$ cat src/rtl/ahb_op_sequencer.sv
// ---------------------------------------------------------------------------
// ahb_op_sequencer
// AHB-Lite master that turns one compute command into the fixed transfer
// sequence: write operand A, write operand B, write opcode, read result.
// The result (or an error indication) is returned on a valid/ready channel.
//
// Ports:
//   HCLK, HRESETn          clock, asynchronous reset (active-high)
//   cmd_valid/cmd_ready    command handshake; cmd_unit/op/a/b are its payload
//   rsp_valid/rsp_ready    response handshake; rsp_data/rsp_err its payload
//   busy                   high whenever the sequencer is not idle
//   o_H*                   AHB-Lite master address/control/write-data outputs
//   i_HRDATA/HRESP/HREADY  AHB-Lite slave read data, response and ready
// ---------------------------------------------------------------------------
module ahb_op_sequencer #(
   parameter logic [31:0] ALU_BASE = 32'h4000_0000,
   parameter logic [31:0] MUL_BASE = 32'h4001_0000,
   parameter logic [7:0]  OFS_A    = 8'h00,
   parameter logic [7:0]  OFS_B    = 8'h04,
   parameter logic [7:0]  OFS_CMD  = 8'h08,
   parameter logic [7:0]  OFS_RES  = 8'h0C
) (
   input  logic        HCLK,
   input  logic        HRESETn,
   input  logic        cmd_valid,
   output logic        cmd_ready,
   input  logic        cmd_unit,
   input  logic [3:0]  cmd_op,
   input  logic [31:0] cmd_a,
   input  logic [31:0] cmd_b,
   output logic        rsp_valid,
   input  logic        rsp_ready,
   output logic [31:0] rsp_data,
   output logic        rsp_err,
   output logic        busy,
   output logic [31:0] o_HADDR,
   output logic [31:0] o_HWDATA,
   output logic        o_HWRITE,
   output logic [2:0]  o_HSIZE,
   output logic [2:0]  o_HBURST,
   output logic [1:0]  o_HTRANS,
   input  logic [31:0] i_HRDATA,
   input  logic [1:0]  i_HRESP,
   input  logic        i_HREADY
);

   typedef enum logic [1:0] {
      ST_IDLE = 2'b00,
      ST_ADDR = 2'b01,
      ST_DATA = 2'b10,
      ST_RESP = 2'b11
   } state_t;

   localparam logic [1:0] HTRANS_IDLE   = 2'b00;
   localparam logic [1:0] HTRANS_NONSEQ = 2'b10;
   localparam logic [1:0] HRESP_ERROR   = 2'b01;

   // Address of the transfer selected by the step counter in the chosen window.
   function automatic logic [31:0] step_addr(input logic unit, input logic [1:0] step);
      logic [31:0] base_v;
      logic [7:0]  ofs_v;
      base_v = unit ? MUL_BASE : ALU_BASE;
      case (step)
         2'd0:    ofs_v = OFS_A;
         2'd1:    ofs_v = OFS_B;
         2'd2:    ofs_v = OFS_CMD;
         2'd3:    ofs_v = OFS_RES;
         default: ofs_v = OFS_A;
      endcase
      return base_v + {24'h00_0000, ofs_v};
   endfunction

   // Write data for a step; the result read carries no write data.
   function automatic logic [31:0] step_wdata(input logic [1:0] step, input logic [31:0] a,
                                              input logic [31:0] b, input logic [3:0] op);
      logic [31:0] d_v;
      case (step)
         2'd0:    d_v = a;
         2'd1:    d_v = b;
         2'd2:    d_v = {28'h000_0000, op};
         2'd3:    d_v = 32'h0000_0000;
         default: d_v = 32'h0000_0000;
      endcase
      return d_v;
   endfunction

   state_t      state_r, state_s;
   logic [1:0]  step_r, step_s, next_step_s;
   logic        unit_r, unit_s;
   logic [3:0]  op_r, op_s;
   logic [31:0] a_r, a_s, b_r, b_s;
   logic        cmd_ready_r, cmd_ready_s;
   logic        rsp_valid_r, rsp_valid_s;
   logic [31:0] rsp_data_r, rsp_data_s;
   logic        rsp_err_r, rsp_err_s;
   logic        busy_r, busy_s;
   logic [1:0]  htrans_r, htrans_s;
   logic [31:0] haddr_r, haddr_s;
   logic [31:0] hwdata_r, hwdata_s;
   logic        hwrite_r, hwrite_s;
   logic        err_now_s;

   // State, captured command and every output register.
   always_ff @(posedge HCLK or posedge HRESETn) begin
      if (HRESETn) begin
         state_r     <= ST_IDLE;
         step_r      <= 2'd0;
         unit_r      <= 1'b0;
         op_r        <= 4'h0;
         a_r         <= 32'h0000_0000;
         b_r         <= 32'h0000_0000;
         cmd_ready_r <= 1'b1;
         rsp_valid_r <= 1'b0;
         rsp_data_r  <= 32'h0000_0000;
         rsp_err_r   <= 1'b0;
         busy_r      <= 1'b0;
         htrans_r    <= HTRANS_IDLE;
         haddr_r     <= 32'h0000_0000;
         hwdata_r    <= 32'h0000_0000;
         hwrite_r    <= 1'b0;
      end else begin
         state_r     <= state_s;
         step_r      <= step_s;
         unit_r      <= unit_s;
         op_r        <= op_s;
         a_r         <= a_s;
         b_r         <= b_s;
         cmd_ready_r <= cmd_ready_s;
         rsp_valid_r <= rsp_valid_s;
         rsp_data_r  <= rsp_data_s;
         rsp_err_r   <= rsp_err_s;
         busy_r      <= busy_s;
         htrans_r    <= htrans_s;
         haddr_r     <= haddr_s;
         hwdata_r    <= hwdata_s;
         hwrite_r    <= hwrite_s;
      end
   end

   // Next-state and next-output logic; every register holds unless changed.
   always_comb begin
      state_s     = state_r;
      step_s      = step_r;
      unit_s      = unit_r;
      op_s        = op_r;
      a_s         = a_r;
      b_s         = b_r;
      cmd_ready_s = cmd_ready_r;
      rsp_valid_s = rsp_valid_r;
      rsp_data_s  = rsp_data_r;
      rsp_err_s   = rsp_err_r;
      busy_s      = busy_r;
      htrans_s    = htrans_r;
      haddr_s     = haddr_r;
      hwdata_s    = hwdata_r;
      hwrite_s    = hwrite_r;
      next_step_s = step_r + 2'd1;
      err_now_s   = (i_HRESP == HRESP_ERROR);

      case (state_r)
         ST_IDLE: begin
            if (cmd_valid && cmd_ready_r) begin
               unit_s      = cmd_unit;
               op_s        = cmd_op;
               a_s         = cmd_a;
               b_s         = cmd_b;
               step_s      = 2'd0;
               cmd_ready_s = 1'b0;
               busy_s      = 1'b1;
               htrans_s    = HTRANS_NONSEQ;
               haddr_s     = step_addr(cmd_unit, 2'd0);
               hwrite_s    = 1'b1;
               state_s     = ST_ADDR;
            end else begin
               state_s = ST_IDLE;
            end
         end
         ST_ADDR: begin
            // Address phase accepted: drop to IDLE transfers and present write data.
            if (i_HREADY) begin
               htrans_s = HTRANS_IDLE;
               hwdata_s = step_wdata(step_r, a_r, b_r, op_r);
               state_s  = ST_DATA;
            end else begin
               state_s = ST_ADDR;
            end
         end
         ST_DATA: begin
            // An ERROR may show in the first (wait) cycle of the two-cycle response.
            if (err_now_s) begin
               rsp_err_s  = 1'b1;
               rsp_data_s = 32'h0000_0000;
            end else begin
               rsp_err_s = rsp_err_r;
            end
            if (i_HREADY) begin
               if (err_now_s || rsp_err_r) begin
                  rsp_err_s   = 1'b1;
                  rsp_data_s  = 32'h0000_0000;
                  rsp_valid_s = 1'b1;
                  state_s     = ST_RESP;
               end else if (step_r == 2'd3) begin
                  rsp_data_s  = i_HRDATA;
                  rsp_valid_s = 1'b1;
                  state_s     = ST_RESP;
               end else begin
                  step_s   = next_step_s;
                  htrans_s = HTRANS_NONSEQ;
                  haddr_s  = step_addr(unit_r, next_step_s);
                  hwrite_s = (next_step_s != 2'd3);
                  state_s  = ST_ADDR;
               end
            end else begin
               state_s = ST_DATA;
            end
         end
         ST_RESP: begin
            if (rsp_ready) begin
               rsp_valid_s = 1'b0;
               rsp_err_s   = 1'b0;
               step_s      = 2'd0;
               cmd_ready_s = 1'b1;
               busy_s      = 1'b0;
               state_s     = ST_IDLE;
            end else begin
               state_s = ST_RESP;
            end
         end
         default: begin
            state_s     = ST_IDLE;
            step_s      = 2'd0;
            cmd_ready_s = 1'b1;
            rsp_valid_s = 1'b0;
            busy_s      = 1'b0;
            htrans_s    = HTRANS_IDLE;
         end
      endcase
   end

   assign cmd_ready = cmd_ready_r;
   assign rsp_valid = rsp_valid_r;
   assign rsp_data  = rsp_data_r;
   assign rsp_err   = rsp_err_r;
   assign busy      = busy_r;
   assign o_HADDR   = haddr_r;
   assign o_HWDATA  = hwdata_r;
   assign o_HWRITE  = hwrite_r;
   assign o_HTRANS  = htrans_r;
   assign o_HSIZE   = 3'b010;
   assign o_HBURST  = 3'b000;

endmodule

$ cat config.mk
export PLATFORM = sky130hd
export DESIGN_NAME = ahb_op_sequencer
export DESIGN_NICKNAME = d
export VERILOG_FILES = /design/src/rtl/ahb_op_sequencer.sv
export SDC_FILE = /design/constraint.sdc
export NUM_CORES = 1
export LEC_CHECK = 0
export ABC_AREA = 1
export BUFFER_PORTS_ARGS = -buffer_cell sky130_fd_sc_hd__buf_2
export CORE_ASPECT_RATIO = 1.1
export CORE_MARGIN = 2
export CORE_UTILIZATION = 51
export CTS_CLUSTER_SIZE = 20
export DETAILED_ROUTE_END_ITERATION = 8
export GPL_TIMING_DRIVEN = 0
export PLACE_DENSITY = 0.8
export SYNTH_ARGS = -nofsm -noshare
export SYNTH_HDL_FRONTEND = slang
export SYNTH_SLANG_ARGS = --single-unit
$ cat constraint.sdc
create_clock -name HCLK -period 6.06 [get_ports HCLK]
set_clock_uncertainty 0.05 [all_clocks]
set_input_delay 0.606 -clock HCLK [delete_from_list [all_inputs] [get_ports HCLK]]
set_output_delay 0.606 -clock HCLK [all_outputs]
set_load 0.05 [all_outputs]
# Word level (Yosys, flattened, before mapping)

Index checks and enable logic that the tools add are counted.

Register bits after elaboration: 176
Latch bits: 0
Memory bits (writable): 0
ROM bits: 0
Output and inout port bits: 109
Logic and storage cells: 110
Memories: 0

$add $sub $neg: 3
Multiply operators: 0
Divide/modulo/power cells: 0
Order comparisons: 0
Equality and inequality tests: 18
Shift-type cells: 0
Multiplexer cells: 56
Bitwise operators: 0
Reduce and logical (&&, ||, !) cells: 18

Operators by type and width:

| operator                                       | count |
|---|---|
| 2-to-1 mux 32 bit                              | 8 |
| case mux 32 bit (4 select lines)               | 1 |
| adder 31 x 8 -> 32 bit                         | 2 |
| case mux 32 bit (2 select lines)               | 1 |
| 2-to-1 mux 8 bit                               | 6 |
| 2-to-1 mux 17 bit                              | 2 |
| case mux 8 bit (4 select lines)                | 1 |
| 2-to-1 mux 2 bit                               | 15 |
| 2-to-1 mux 1 bit                               | 14 |
| != test 2 bit (second input constant)          | 7 |
| == test 2 bit (second input constant)          | 6 |
| case mux 2 bit (3 select lines)                | 2 |
| AND reduction 6 bit                            | 2 |
| case mux 1 bit (2 select lines)                | 5 |
| == test 2 x 1 -> 1 bit (second input constant) | 4 |
| case mux 2 bit (4 select lines)                | 1 |
| logical NOT 2 bit                              | 3 |
| AND reduction 2 bit                            | 3 |
| nonzero test 2 bit                             | 3 |
| nonzero test 3 bit                             | 2 |
| AND reduction 5 bit                            | 1 |
| AND reduction 4 bit                            | 1 |
| != test 3 bit (second input constant)          | 1 |
| AND reduction 3 bit                            | 1 |
| other kinds (3)                                | 3 |

# Logic depth before layout (Yosys ltp)

Gate-level depths: netlist of the first run.

Depth after elaboration: 12
Depth in mapped cells: 9
Depth with buffers taken out: 8

# Worst setup path after synthesis of the first run

Ideal clock, no wire load.

Path kind: reg2reg
From: register step_r[0]
To: register hwdata_r[1] (netlist: o_HWDATA[1])
Arrival: 1.406 ns
Setup slack: 4.538 ns
Cell stages (with the launch flop): 10
Path buffers: 2
Clock period less this slack: 1.522 ns
Cells stage by stage: dfrtp_1 -> inv_1 -> ha_1 -> buf_2 -> nor2_1 -> buf_2 -> nand2_1 -> o211ai_1 -> nand2_1 -> nand2_1

Cells in the longest elaborated chain, start to end: 2
Elaborated cells between the ends (all ways): 5
Classes of those cells: eq/ne (3); mux (1); reduce/logical (1)

RTL lines:

| item                                  | line | RTL |
|---|---|---|
| from (decl)                           | 88   | `logic [1:0] step_r, step_s, next_step_s;` |
| from (signal assigned)                | 123  | `step_r <= step_s;` |
| == test 2 bit (tied with other cells) | 77   | `case (step)` |
| case mux 32 bit (4 select lines) *    | 77   |  |
| to (signal assigned)                  | 135  | `hwdata_r <= hwdata_s;` |
| to (decl)                             | 99   | `logic [31:0] hwdata_r, hwdata_s;` |

Every way passes the cells marked *; elsewhere a longest branch is shown, timed or not.
A chain may end at the register's enable or synchronous reset.

# Worst setup path after layout of the first run

From: register step_r[0]
To: register hwdata_r[2] (netlist: o_HWDATA[2])

The elaborated chain is that of the path after synthesis.

==> results of run 1 <==
## layout make-up
cell class                      instances  share of cell area [%]
Timing Repair Buffer                  182                   10.73
Multi-Input combinational cell        515                   28.19
Tap cell                              161                   2.316
Clock buffer                           19                   5.091
Sequential cell                       147                   42.30
Clock inverter                         13                   1.525
Inverter                               92                   4.085
Buffer                                 80                   5.767
## cells in the mapped netlist
cell | count | share of area, %
nand4_1 | 2 | 0.18
o211ai_1 | 27 | 3.0
nor2_1 | 4 | 0.22
buf_4 | 36 | 3.9
inv_2 | 1 | 0.055
conb_1 | 2 | 0.11
o21ai_0 | 97 | 7.1
a22oi_1 | 28 | 3.1
nand3_2 | 1 | 0.15
o31ai_1 | 1 | 0.11
dfrtp_1 | 146 | 53
inv_1 | 90 | 4.9
buf_2 | 20 | 1.5
o211ai_2 | 8 | 1.5
o21ai_1 | 3 | 0.22
nor2_4 | 2 | 0.33
nand2_4 | 2 | 0.33
ha_1 | 5 | 0.91
nand2_2 | 2 | 0.18
nand3_1 | 11 | 0.80
nand2_1 | 282 | 15
clkbuf_1 | 13 | 0.71
buf_6 | 5 | 0.82
a21oi_1 | 4 | 0.29
o2111ai_1 | 1 | 0.13
inv_6 | 1 | 0.13
dfstp_2 | 1 | 0.38
clkbuf_2 | 3 | 0.22
buf_1 | 3 | 0.16
## kinds of logic (layout without fill, tap and decap cells)
group	Yosys count	in the layout
AND/OR/NAND/NOR	306	306
buffers and inverters	172	386
AO/OA/AOI/OAI	169	169
flip-flops	147	147
adder cells (fa/ha/maj)	5	5
other	2	35
## final timing paths
path	slack [ns]	start	to	cells after the start
hold reg to reg	0.42	o_HADDR[3]	o_HADDR[3]	2
setup reg to reg	4.12	step_r[0]	o_HWDATA[2]	9
hold / removal	0.16	HRESETn	step_r[1]	2
min in group HCLK	0.36	cmd_a[16]	a_r[16]	3
max in group asynchronous	4.98	HRESETn	b_r[13]	3
setup / recovery	4.12	step_r[0]	o_HWDATA[2]	9
## registers in the layout, indices dropped and copies added (netlist names)
signal / count
rsp_data: 32
o_HWRITE: 1
cmd_ready: 1
a_r: 32
rsp_err: 1
step_r: 2
o_HADDR: 4
o_HWDATA: 32
o_HTRANS: 1
unit_r: 1
b_r: 32
busy: 1
op_r: 4
rsp_valid: 1
state_r: 2
## layout by cell type (no fill, tap or decap), types with 5 or more instances in the layout
master     instances
nand3_1           11
buf_2            201
clkinv_2           6
o21ai_0           97
buf_4             36
clkbuf_1          14
nand2_1          282
conb_1            35
inv_1             89
buf_6              5
ha_1               5
clkbuf_16         17
a22oi_1           28
o211ai_2           8
o211ai_1          27
dfrtp_1          146
## routing by layer
metal	GRT usage (%)	up-vias	wire length [um]
li1	-	2951	-
met1	32.97	2746	7199
met2	39.09	238	8194
met3	5.053	30	1166
met4	8.393	0	303
met5	0	-	0
## power groups by stage
stage | sequential, mW | clock, mW | combinational, mW
floorplan | 1.99 | 0 | 0.789
finish | 1.55 | 1.02 | 1.66
global route | 1.59 | 1.08 | 1.83
global placement | 1.55 | 0 | 1.63
detailed placement | 1.56 | 0 | 1.67
CTS | 1.55 | 1.03 | 1.67
## per-stage QoR
| step | TNS, ns | util [%] | hold WS (ns) | std cells |
|---|---|---|---|---|
| floorplan | 0 | - | 0.4034 | 834 |
| global placement | -20.19 | 61.50 | 0.3941 | 1176 |
| detailed placement | 0 | 61.74 | 0.4067 | 1177 |
| CTS | 0 | 66.12 | 0.1757 | 1209 |
| global route | 0 | 66.12 | 0.1919 | 1209 |
| finish | 0 | 66.12 | 0.1648 | 1209 |
==> metrics, run 1 <==
Fmax=514.8 MHz; sequential-to-total area share from yosys stat=a little over half; most frequent CP cell=nand2_1; CTS tree=yes; Hold-fix buffers, CTS=0; Comb pwr share=39.3%; status=completed; Yosys reg bits=147; DP Area=~0.008 mm2; grt ovf=0; Post-Synth Adder-Cell Area=0.9119%; clock share of power=between 20 and 25%; Post-CTS Setup Bufs=0; pre-CTS WS=4.141 ns; total power=roughly 4.2 mW; root buf cell=clkbuf_16; DIE AREA=between 0.01 and 0.015 mm2; post-CTS sizing=0; RSZ-0062 raised after global routing=no; Leak=5.142 nW; Sequential Area=0.003680 mm2; number of port buffers=around 180; Yosys cell types=29; Worst Slack Setup Final=4.118 ns; critical path, cell by cell=inv_1 > ha_1 > buf_2 > nor2_1 > buf_2 > nand2_1 > o211ai_1 > nand2_1 > nand2_1; XOR/XNOR Fraction of Synth Area=0%; crit path buf inv count=3; starting density of the core=52.14%; Fillers=between 1000 and 1500; Post-route DRC=0; Die Span X=114.6 um; Setup Viol. Count Final=0; fin crit share=~32%; area of the multi-input gates=between 0.002 and 0.0025 mm2; Max-Slew Margin vs Limit=approximately two thirds; CP Class=register to register; drt via density=~5; switch share=a little over two fifths; worst min path class=primary input to asynchronous set/reset pin; largest family of logic cells by synthesized area=simple AND/OR/NAND/NOR gates; CTS buffer count=17; first-pass GRT wire length=about 28000 um; IO Pins=around 220; Core Area=about 0.013 mm2; drt first pass iters=5; Clk pin slew, worst setup/hold paths=about 0.060 ns; post-synthesis mux area share=0%; Clock Sinks=147; Max VDD drop=between 300 and 400 uV; syn avg cell area=around 8.6 um2; delay of the slowest critical-path stage=0.42 ns; PwrDens=approximately 500 mW/mm2; DPL Wire Length=between 10000 and 15000 um; Int Power=2.424 mW; all-layer global routing usage=between 20% and 30%; initial antenna violation count=0; Finished Cell Area=about 0.0087 mm2; Routed WL=between 15000 and 20000 um; CP endpoint kind=register; fin crit period=1.942 ns; Synth Area in Compound Gates=15.30%; Via Count=around 6000; CTS H-tree lvls=4; Final Hold Fails=0; CP top delay family=buffers and inverters; Worst Path Max Fanout=10; crit path DAT=between 2 and 2.5 ns; vias in the first global route=around 5800; CTS max path bufs=2; WL per Instance=around 14 um; ANT nets after route=0; sw power=between 1.5 and 2 mW; area grow syn2layout=26.81%; Yosys warnings=0; Least-Margin Pin Slew=roughly 0.5 ns; Initial DRC Count=between 400 and 500; Max-cap violations=0; layout cells sized above 1=between 20 and 30%; FP Rows=44; Die Span Y=~130 um; largest net degree at the start of global routing=~100; GPL Wtd Cong=0.8041; Final Max Tran Viols=0; Critical Path Start Type=register; Post-Syn Area=slightly below 0.007 mm2; Simple-Gate Fraction of Synth Area=roughly 18%; Reg power frac=36.6%; count of mapped cells out of synthesis=801; Worst EP required=around 6.4 ns; clock latency at the later pin of the worst-skew pair=~0.42 ns; fin nets=1148; n_diodes=0; Worst path slowest cell=dfrtp_1
Note: power is estimated with default switching activity, not from simulation.
==> run 2: changes to the inputs <==
--- a/config.mk
+++ b/config.mk
@@ -9,11 +9,11 @@
 export BUFFER_PORTS_ARGS = -buffer_cell sky130_fd_sc_hd__buf_2
 export CORE_ASPECT_RATIO = 1.1
 export CORE_MARGIN = 2
-export CORE_UTILIZATION = 51
+export CORE_UTILIZATION = 46
 export CTS_CLUSTER_SIZE = 20
 export DETAILED_ROUTE_END_ITERATION = 8
 export GPL_TIMING_DRIVEN = 0
-export PLACE_DENSITY = 0.8
+export PLACE_DENSITY = 0.76
 export SYNTH_ARGS = -nofsm -noshare
 export SYNTH_HDL_FRONTEND = slang
 export SYNTH_SLANG_ARGS = --single-unit
==> constraint.sdc (replaced) <==
create_clock -name HCLK -period 1.78 [get_ports HCLK]
set_clock_uncertainty 0.05 [all_clocks]
set_input_delay 0.178 -clock HCLK [delete_from_list [all_inputs] [get_ports HCLK]]
set_output_delay 0.178 -clock HCLK [all_outputs]
set_load 0.05 [all_outputs]
==> run 2 against run 1 <==
- final cell count is 11% higher
- non-clock buffer count up 105
- flip-flop and latch count did not move
- first-iteration DRC count decreased by 28%
- critical path type unchanged
- critical endpoint is now o_HWDATA[18]
==> metrics, run 2 (synthesis gave the netlist of run 1 again) <==
critical path, cell by cell=inv_1 > ha_1 > clkbuf_4 > nor2_4 > buf_4 > a22oi_1 > o21ai_0; CP endpoint kind=register; Post-route DRC=0; Max-Slew Margin vs Limit=between 40 and 50%; worst min path class=primary input to register; Worst EP required=between 2 and 2.5 ns; Sequential Area=about 0.0037 mm2; layout cells sized above 1=roughly 27%; fin crit share=a little over nine tenths; Comb pwr share=40.0%; ANT nets after route=0; Max VDD drop=1023 uV; total power=between 15 and 20 mW; all-layer global routing usage=roughly 26%; Reg power frac=about a third; FP Rows=46; CTS H-tree lvls=4; CTS buffer count=17; starting density of the core=about 47%; crit path DAT=~2 ns; root buf cell=clkbuf_16; Fmax=584.4 MHz; WL per Instance=about 15 um; Clk pin slew, worst setup/hold paths=roughly 0.06 ns; drt first pass iters=5; Reg2Reg Depth=7; grt ovf=0; Int Power=about 8.6 mW; hold_sp=i_HREADY; fin crit period=1.711 ns; Die Span Y=roughly 130 um; Critical Path Start Type=register; GPL Wtd Cong=roughly 0.81; CP Class=register to register; r2r endpoint=o_HWDATA[18]; commonest non-fill, non-tap cell in the layout=nand2_1; Routed WL=19770 um; status=completed; most frequent cells in the layout=282 x nand2_1, 199 x buf_2, 145 x dfrtp_1; Worst Path Max Fanout=10; DPL Wire Length=between 10000 and 15000 um; area of the multi-input gates=approximately 0.0025 mm2; fin nets=roughly 1300; Least-Margin Pin Slew=approximately 0.86 ns; n_diodes=0; area grow syn2layout=43.95%; number of port buffers=181; Critical Path Start=step_r[0]; crit path to=o_HWDATA[18]; CTS max path bufs=2; Via Count=6554; sw power=approximately 6.4 mW; Worst Slack Setup Final=just under 0.07 ns; drt via density=4.873; Clock Sinks=147; Fin Hold WS=about 0.035 ns; initial antenna violation count=0; RSZ-0062 raised after global routing=yes; largest net degree at the start of global routing=42; IO Pins=217; PwrDens=between 1500 and 2000 mW/mm2; vias in the first global route=around 6800; DP Area=roughly 0.0082 mm2; CTS tree=yes; Finished Layout Cells=about 1300; Core Area=0.01450 mm2; Worst path slowest cell=dfrtp_1; register-to-register setup slack=just under 0.07 ns; switch share=42.62%; Fillers=1144; Leak=about 5.6 nW; reg-to-reg startpoint=step_r[0]; pre-CTS WS=-0.08559 ns; clock latency at the later pin of the worst-skew pair=approximately 0.43 ns; Initial DRC Count=around 340; Setup Viol. Count Final=0; Finished Cell Area=0.009876 mm2; clock share of power=between 20 and 25%; Final Hold Fails=0; Max-cap violations=0; DP Cell Count=between 1000 and 1500; first-pass GRT wire length=32540 um; delay of the slowest critical-path stage=roughly 0.39 ns; Die Span X=120.4 um; Final Max Tran Viols=0; DIE AREA=0.01591 mm2
-- run 2: cell types whose count changed in the layout (fill, tap and decap cells not counted), sizes merged --
cell	previous run	this run
buf	246	247
bufinv	2	3
clkbuf	35	36
clkinv	8	6
clkinvlp	1	3
dlygate4sd3	0	102
-- run 2: per-layer routing --
layer | wire length [um] | GRT usage [%] | up-vias
met5 | 0 | 0 | -
met2 | 10000 | 44.48 | 289
li1 | - | - | 3162
met4 | 412 | 9.432 | 0
met1 | 7867 | 30.78 | 3065
met3 | 1484 | 5.666 | 38
-- run 2: how the worst min path moves through the flow --
| stage | endpoint | cells after the start |
|---|---|---|
| 3_5_place_dp | rsp_data[24] | 2 |
| 6_report | state_r[0] | 3 |
| 5_1_grt | state_r[0] | 2 |
| 2_1_floorplan | a_r[11] | 2 |
| 3_3_place_gp | rsp_data[31] | 3 |
| 4_1_cts | state_r[0] | 3 |
-- run 2: cell type report --
class | instances | area share [%]
Clock buffer | 18 | 4.447
Clock inverter | 14 | 1.786
Multi-Input combinational cell | 515 | 24.91
Tap cell | 192 | 2.433
Timing Repair Buffer | 287 | 20.20
Buffer | 80 | 5.372
Sequential cell | 147 | 37.27
Inverter | 92 | 3.585
-- run 2: per-stage QoR --
step	setup TNS, ns	utilization [%]
final	0	68.09
after global routing	-0.2876	68.09
after CTS	0	67.93
after detailed placement	-1.436	56.50
after global placement	-181.94	56.08
after floorplan	-42.95	-
-- run 2: worst max-delay path: cells and delay by family (launching register included) --
kind / cells / cell delay (ns)
compound gates: 2 / 0.28
fa+ha+maj: 1 / 0.20
buf+inv: 3 / 0.51
flops: 1 / 0.39
simple gates: 1 / 0.17
-- run 2: power groups by stage --
stage,Clock (mW),Combinational [mW],Sequential (mW)
6_report,3.72,6.02,5.30
5_1_grt,3.91,6.61,5.42
4_1_cts,3.78,5.95,5.27
3_5_place_dp,0,5.71,5.30
3_3_place_gp,0,5.58,5.27
2_1_floorplan,0,2.69,6.77
-- run 2: repair_timing --
action                     in CTS  in global routing
setup endpoints to repair      60                 57
hold buffers                  102                  0
hold endpoints to repair      135                  0
buffers inserted                0                  1
resized for setup              11                 10
==> run 3: changes to the inputs <==
--- a/config.mk
+++ b/config.mk
@@ -8,9 +8,9 @@
 export ABC_AREA = 1
 export BUFFER_PORTS_ARGS = -buffer_cell sky130_fd_sc_hd__buf_2
 export CORE_ASPECT_RATIO = 1.1
-export CORE_MARGIN = 2
+export CORE_MARGIN = 1
 export CORE_UTILIZATION = 46
-export CTS_CLUSTER_SIZE = 20
+export CTS_CLUSTER_SIZE = 8
 export DETAILED_ROUTE_END_ITERATION = 8
 export GPL_TIMING_DRIVEN = 0
 export PLACE_DENSITY = 0.76
==> run 3 against run 2 <==
- die area down 3.1%
- sequential power hardly changed
- critical endpoint is now a_r[21]
- first-iteration DRC count is 15% lower
- critical path type unchanged
==> metrics, run 3 (synthesis gave the netlist of run 1 again) <==
critical path, cell by cell=buf_6 > nor2_4 > nand3_2 > buf_6 > clkbuf_1 > o21ai_0; Critical Path Start Type=register; largest net degree at the start of global routing=45; Max VDD drop=about 810 uV; Fillers=1103; DP Area=0.008194 mm2; crit path DAT=1.94 ns; fin nets=around 1300; IO Pins=217; Finished Cell Area=about 0.0099 mm2; fin util=68.00%; CP Class=register to register; CTS buffer count=17; Routed WL=roughly 20000 um; Post-route DRC=0; pre-CTS WS=-0.1716 ns; DP Cell Count=about 1200; Final Max Tran Viols=0; fin crit period=~1.7 ns; Worst Slack Setup Final=0.1135 ns; total power=15.01 mW; ANT nets after route=0; Worst path slowest cell=dfrtp_1; DIE AREA=~0.015 mm2; Via Count=6580; Initial DRC Count=roughly 290; Clock Sinks=about 150; Final Hold Fails=0; Finished Layout Cells=around 1300; area grow syn2layout=43.77%; Die Span Y=~130 um; Worst Path Max Fanout=10; Top Layer Used=met4; clock latency at the later pin of the worst-skew pair=approximately 0.42 ns; met2 WL post-DR=roughly 10000 um; drt first pass iters=5; PwrDens=approximately 1500 mW/mm2; most frequent CP cell=buf_6; GPL Wtd Cong=approximately 0.85; number of port buffers=about 180; Fin Hold WS=approximately 0.027 ns; first-pass GRT wire length=around 32000 um; starting density of the core=between 40% and 50%; RSZ-0062 raised after global routing=no; reg-to-reg startpoint=state_r[1]; delay of the slowest critical-path stage=about 0.37 ns; CP endpoint kind=register; CTS H-tree lvls=4; most frequent cells in the layout=282 x nand2_1, 198 x buf_2, 144 x dfrtp_1; CTS max path bufs=2; WL per Instance=roughly 15 um; Least-Margin Pin Slew=roughly 0.76 ns; Leak=about 5.6 nW; CTS tree=yes; drt via density=4.896; Worst EP required=about 2.1 ns; Reg2Reg Depth=6; commonest non-fill, non-tap cell in the layout=nand2_1; Sequential Area=approximately 0.0037 mm2; M1 wire length=approximately 8000 um; root buf cell=clkbuf_16; register-to-register setup slack=~0.11 ns; Max-Slew Margin vs Limit=approximately half; Clk pin slew, worst setup/hold paths=~0.070 ns; area of the multi-input gates=roughly 0.0025 mm2; CP top delay family=buffers and inverters; Max-cap violations=0; all-layer global routing usage=a little over a quarter; worst min path class=primary input to register; DPL Wire Length=approximately 12000 um; met3 WL=between 1000 and 1500 um; vias in the first global route=approximately 6400; fin crit share=around 94%; Die Span X=roughly 120 um; status=completed; crit path buf inv count=3; Crit. path cell count=6; Setup Viol. Count Final=0; crit path to=a_r[21]; Fmax=approximately 600 MHz; layout cells sized above 1=26.91%; Core Area=about 0.015 mm2; FP Rows=46; setup_tns=0 ns; n_diodes=0; grt ovf=0; Critical Path Start=state_r[1]; initial antenna violation count=0; r2r endpoint=a_r[21]
==> run 3: cell count changes in the layout (fill, tap and decap cells not counted), moves of 2 or more <==
cell / change
o21ai_1: +3
buf_6: +2
clkinvlp_4: +2
buf_4: -2
o21ai_0: -3
==> run 3: routing by layer <==
layer | vias up | track usage, %
li1 | 3161 | -
met1 | 3067 | 31.90
met2 | 309 | 46.16
met3 | 43 | 5.857
met4 | 0 | 12.06
met5 | - | 0
==> run 3: how the worst min path moves through the flow <==
| stage | to | cells past startpoint | slack (ns) | from |
|---|---|---|---|---|
| final | op_r[1] | 3 | 0.03 | cmd_op[1] |
| after global routing | op_r[1] | 3 | 0.02 | cmd_op[1] |
| after CTS | op_r[1] | 3 | 0.006 | cmd_op[1] |
| after detailed placement | rsp_data[24] | 2 | 0.29 | HRESETn |
| after global placement | rsp_data[22] | 3 | 0.36 | i_HRDATA[22] |
| after floorplan | a_r[11] | 2 | 0.26 | cmd_a[11] |
==> run 3: cell type report <==
cell class,instances,area share [%]
timing repair buffer,285,20.04
clock inverter,14,1.801
inverter,92,3.590
tap,192,2.436
sequential,147,37.33
multi-input combinational,515,24.94
buffer,80,5.455
timing repair inverter,1,0.05074
clock buffer,18,4.351
==> run 3: timing repair <==
action	in CTS	in global routing
endpoints found under the hold margin	132	0
resized for setup	11	16
setup buffers	0	0
endpoints found under the setup margin	60	96
cloned	0	1
hold buffers	101	0
==> run 3: report_power, final <==
group	internal (mW)	switching (mW)	leakage, nW	total, mW
sequential	4.56	0.755	1.90	5.32
clock	2.22	1.45	0.284	3.67
combinational	1.83	4.20	3.41	6.03
total	8.60	6.41	5.59	15.0
==> run 3: tightest hold or removal path: stages <==
cell	delay [ns]
buf_2	0.11
inv_1	0.06
o21ai_0	0.10
